===== src/rtl/hazard_stall_ctrl.sv =====
// Pipeline hazard controller: load-use and branch-operand stalls, data-memory
// freeze, wrong-path flush, and saturating stall/flush statistics counters.
module hazard_stall_ctrl #(
  parameter int unsigned CNT_W = 16
) (
  input  logic             clk,
  input  logic             rst_n,
  input  logic             Id_Ex_MemRead,
  input  logic             Id_Ex_Reg_Write,
  input  logic [4:0]       Id_Ex_writereg,
  input  logic             Ex_Mem_MemRead,
  input  logic [4:0]       Ex_Mem_writereg,
  input  logic [6:0]       If_Id_opcode,
  input  logic [4:0]       If_Id_Rs1,
  input  logic [4:0]       If_Id_Rs2,
  input  logic             Branch_Taken,
  input  logic             Dmem_req,
  input  logic             Dmem_ready,
  output logic             Pc_Write,
  output logic             If_Id_Write,
  output logic             Id_Ex_Bubble,
  output logic             If_Id_Flush,
  output logic             Pipe_Freeze,
  output logic [CNT_W-1:0] Stall_Cycles,
  output logic [CNT_W-1:0] Flush_Count
);

  localparam logic [6:0] OpOpImm  = 7'b0010011;
  localparam logic [6:0] OpLoad   = 7'b0000011;
  localparam logic [6:0] OpJal    = 7'b1101111;
  localparam logic [6:0] OpJalr   = 7'b1100111;
  localparam logic [6:0] OpLui    = 7'b0110111;
  localparam logic [6:0] OpAuipc  = 7'b0010111;
  localparam logic [6:0] OpBranch = 7'b1100011;

  typedef enum logic {StRun, StStall} state_t;

  state_t           state_q, state_d;
  logic             cnt_q, cnt_d;
  logic [CNT_W-1:0] stall_cnt_q, flush_cnt_q;

  logic uses_rs2, is_branch, is_jump;
  logic id_ex_hit, ex_mem_hit;
  logic need1, need2;
  logic freeze, stall, flush;

  // rd matches the IF/ID sources; x0 never creates a dependency.
  function automatic logic rd_match(input logic [4:0] rd, input logic [4:0] rs1,
                                    input logic [4:0] rs2, input logic use_rs2);
    return (rd != 5'd0) && ((rd == rs1) || (use_rs2 && (rd == rs2)));
  endfunction

  // Hazard detection: decode IF/ID and compute stall demand, freeze and flush.
  always_comb begin
    uses_rs2   = !(If_Id_opcode inside {OpOpImm, OpLoad, OpJal, OpJalr, OpLui, OpAuipc});
    is_branch  = (If_Id_opcode == OpBranch);
    is_jump    = (If_Id_opcode == OpJal) || (If_Id_opcode == OpJalr);
    id_ex_hit  = rd_match(Id_Ex_writereg, If_Id_Rs1, If_Id_Rs2, uses_rs2);
    ex_mem_hit = rd_match(Ex_Mem_writereg, If_Id_Rs1, If_Id_Rs2, uses_rs2);

    // A branch behind a load must wait for the load to clear MEM as well.
    need2 = is_branch && Id_Ex_MemRead && id_ex_hit;
    need1 = (Id_Ex_MemRead && id_ex_hit) ||
            (is_branch && Id_Ex_Reg_Write && id_ex_hit) ||
            (is_branch && Ex_Mem_MemRead && ex_mem_hit);

    freeze = Dmem_req && !Dmem_ready;
    stall  = !freeze && ((state_q == StStall) || need1 || need2);
    // Branch operands are not valid while stalled, so flushing waits.
    flush  = !freeze && !stall && ((is_branch && Branch_Taken) || is_jump);
  end

  // Next-state logic; a freeze holds both state and cnt.
  always_comb begin
    state_d = state_q;
    cnt_d   = cnt_q;
    if (!freeze) begin
      unique case (state_q)
        StRun: begin
          if (need2) begin
            state_d = StStall;
            cnt_d   = 1'b1;
          end
        end
        StStall: begin
          // cnt is always 1 here; falling back to RUN keeps the FSM recoverable.
          state_d = StRun;
          cnt_d   = 1'b0;
        end
        default: begin
          state_d = StRun;
          cnt_d   = 1'b0;
        end
      endcase
    end
  end

  // Control outputs; reset forces the pipeline into a held, bubbling state.
  always_comb begin
    Pc_Write     = rst_n && !freeze && !stall;
    If_Id_Write  = rst_n && !freeze && !stall;
    Id_Ex_Bubble = !rst_n || stall;
    If_Id_Flush  = rst_n && flush;
    Pipe_Freeze  = rst_n && freeze;
  end

  // FSM state and remaining-count register.
  always_ff @(posedge clk or negedge rst_n) begin
    if (!rst_n) begin
      state_q <= StRun;
      cnt_q   <= 1'b0;
    end else begin
      state_q <= state_d;
      cnt_q   <= cnt_d;
    end
  end

  // Saturating statistics counters; freeze cycles count as stall cycles.
  always_ff @(posedge clk or negedge rst_n) begin
    if (!rst_n) begin
      stall_cnt_q <= '0;
      flush_cnt_q <= '0;
    end else begin
      if ((stall || freeze) && (stall_cnt_q != '1)) begin
        stall_cnt_q <= stall_cnt_q + CNT_W'(1);
      end
      if (flush && (flush_cnt_q != '1)) begin
        flush_cnt_q <= flush_cnt_q + CNT_W'(1);
      end
    end
  end

  assign Stall_Cycles = stall_cnt_q;
  assign Flush_Count  = flush_cnt_q;

endmodule


===== config.mk =====
export PLATFORM = sky130hd
export DESIGN_NAME = hazard_stall_ctrl
export DESIGN_NICKNAME = d
export VERILOG_FILES = /design/src/rtl/hazard_stall_ctrl.sv
export SDC_FILE = /design/constraint.sdc
export NUM_CORES = 1
export LEC_CHECK = 0
export ABC_AREA = 1
export CORE_MARGIN = 3
export CORE_UTILIZATION = 40
export CTS_BUF_LIST = sky130_fd_sc_hd__clkbuf_4
export CTS_CLUSTER_DIAMETER = 30
export DETAILED_ROUTE_END_ITERATION = 12
export HOLD_SLACK_MARGIN = 0.1
export PLACE_DENSITY = 0.69
export SLEW_MARGIN = 20
export SYNTH_ARGS = -nofsm -noshare
export SYNTH_HDL_FRONTEND = slang
export SYNTH_SLANG_ARGS = --single-unit

===== constraint.sdc =====
create_clock -name clk -period 5.3 [get_ports clk]
set_input_delay 0.795 -clock clk [delete_from_list [all_inputs] [get_ports clk]]
set_output_delay 0.795 -clock clk [all_outputs]
set_load 0.02 [all_outputs]

==> flow_summary.toml <==
[worst_hold_path]
hp-start = "Flush_Count[13]"
hold-path-endpoint = "Flush_Count[13]"
whs_path_depth = 2
hp-class = "reg -> reg"

[sta]
hold_violations = 0
slew_headroom_pct = 66.8
max_slew.worst_pin.slew_ps = 493
drv_slew = 0
final-setup-viol-count = 0
whs_ps = 511
tns_ps = 0
period_share_pct = 78.2
period_needed_ps = 4140
skew_ps = 6.03
rsz0062_at_grt = "false"
max_freq_ghz = 0.241

[place]
place.gp.congestion = 0.887
dp.cells = 509
dp_hpwl_mm = 5.10
io_buffers = 71

[critical_path]
required_ps = 4510
r2r-start = "Flush_Count[0]"
rr_endpoint = "Flush_Count[0]"
reg2reg_depth = 9
start_kind = "input port"
crit_path_max_fanout = 11
crit_type = "in -> out"
r2r_slack_ps = 3150
worstSetupEndpointType = "output pin"
cp.arrival_ps = 3350

[drt]
via_per_inst = 4.97
final_antenna_net_count = 0
vias = 2572
drtIter0Drc = 122
totalWireLength_mm = 6.47
drt-wirelength-per-cell_um = 12.5
dr.pass1.iters = 5
drc = 0

[synthesis]
synthFlopType = "dfrtp_1"
synth_most_common_cell = "nand2_1"
yosysWarnings = 0
yosys.area.top_type = "dfrtp_1"
synth_top_area_share_pct = 32.5
syn-num-nets = 406
synth_area_leaders = "dfrtp_1 (32%), nand2_1 (18%), nand3_1 (11%), xor2_1 (9.0%), inv_1 (6.3%)"
syn_area_um2 = 2540
synth_cells = 369
synth-async-reset-ratio_pct = 100
ys_ff_latch = 33
ys_types = 31
synth-edff-count = 0
synth_commonest_cells = "nand2_1 (124), nand3_1 (58), inv_1 (43), dfrtp_1 (33), xor2_1 (26)"
syn_avg_cell_area_um2 = 6.89
ys_seq_area_share_pct = 32.5

[finish]
multi_input_area_um2 = 1490
area_growth_pct = 32.0
fillers = 608
register_area_um2 = 826
nets = 478
finish.utilization_pct = 55.7
fin_cells = 517
drive_gt1_share_pct = 4.98
diodes = 0

[clock_tree]
cts_sinks = 33
clk_path_buf_depth = 2
clock_latency_ps = 330
cts-root-buf = "clkbuf_4"
clk_pin_slew_ps = 110
cts_buffers = 5
cts_setup_buffers = 0
cts_htree_levels = 2
cts_tree = "built"
ctsHoldBuffers = 0
cts.repair.resized = 0

[run_status]
status = "finished, final reports clean"

[pwr]
power.density_nw_per_um2 = 197
total_power_w = 0.000660
irDropWorstVdd_uv = 194
p_leak_nw = 1.59

[grt]
track_usage_pct = 18.3
grt_pass1_wl_mm = 11.0
antenna_found_initial = 0
grt_pass1_vias = 2422
grt-ovfl-total = 0
grt_max_degree = 36

[die]
coreArea_um2 = 6030
fp-row-count = 28
die_h_um = 85.7
die_area_um2 = 7350
io_pins = 72
die_w_um = 85.7
start_util_pct = 42.2

[flow_run]
cap_violations = 0
[cells in the final DEF, fill, tap and decap left out, drive strengths merged]
cell,synthesis,layout
a21oi,2,2
a31oi,1,1
buf,8,2
clkbuf,0,8
clkdlybuf4s50,0,71
dfrtp,33,33
ha,2,2
inv,44,44
nand2,126,126
nand3,58,58
nand3b,1,1
nand4,5,5
nor2,25,25
nor3,17,17
nor3b,1,1
nor4,3,3
o211ai,1,1
o21ai,3,3
o22ai,1,1
xnor2,12,12
xor2,26,26
[critical path, cell delays in order]
cell and delay, ps:
clkdlybuf4s50_1 500, nand2_1 60, nor2_1 120, nand3_1 110
nand2_1 70, nor2_1 50, nand2_1 60, nand2_1 60
nand3b_1 120, nand4_2 270, buf_4 280, nor3b_1 210
clkdlybuf4s50_1 650
[cells by family (layout without fill, tap and decap cells)]
logic type      after synthesis  count (layout)  share of synthesized area [%]
fa+ha+maj                     2               2                          0.984
flops                        33              33                           32.5
xor+xnor                     38              38                           13.1
compound gates                8               8                           1.97
buf+inv                      52             125                           9.10
simple gates                236             236                           42.4
[per-stage QoR]
| step | cell area (um^2) | setup slack [ps] |
|---|---|---|
| 6_report | 3360 | 1160 |
| 5_1_grt | 3360 | 961 |
| 4_1_cts | 3360 | 1150 |
| 3_5_place_dp | 3300 | 1170 |
| 3_3_place_gp | 3300 | 1230 |
| 2_1_floorplan | 2540 | 2180 |
[sequential cells by signal (all words and copies together) (netlist names)]
register,flops
state_q,1
Stall_Cycles,16
Flush_Count,16
[power by group]
part	switching, W	internal (W)	total [W]
clock	0.0000888	0.0000683	0.000157
sequential	0.0000311	0.000271	0.000302
combinational	0.000106	0.0000953	0.000201
total	0.000226	0.000435	0.000660
[worst max path at each step]
stage                            from          end  slack (ps)  cells past startpoint
floorplan             If_Id_opcode[5]     Pc_Write        2180                     13
global placement      If_Id_opcode[6]  If_Id_Flush        1230                     13
detailed placement    If_Id_opcode[6]  If_Id_Flush        1170                     13
CTS                   If_Id_opcode[6]  If_Id_Flush        1150                     13
global route        Id_Ex_writereg[3]  If_Id_Flush         960                     13
finish                If_Id_opcode[6]  If_Id_Flush        1160                     13
[per-layer routing]
layer / vias up / GRT usage [%] / share of wire [%]
met5: - / 0 / 0
met4: 0 / 3.88 / 1.1
met3: 9 / 3.84 / 4.0
met2: 45 / 30.5 / 49
met1: 1204 / 24.5 / 46
li1: 1314 / - / -
[final cells by class]
type,count,area share (%)
multi-input cells,284,44.3
flip-flops and latches,33,24.6
repair buffers,73,21.6
inverters,44,4.92
well taps,75,2.80
clock buffers,8,1.79
Note: power is estimated with default switching activity, not from simulation.
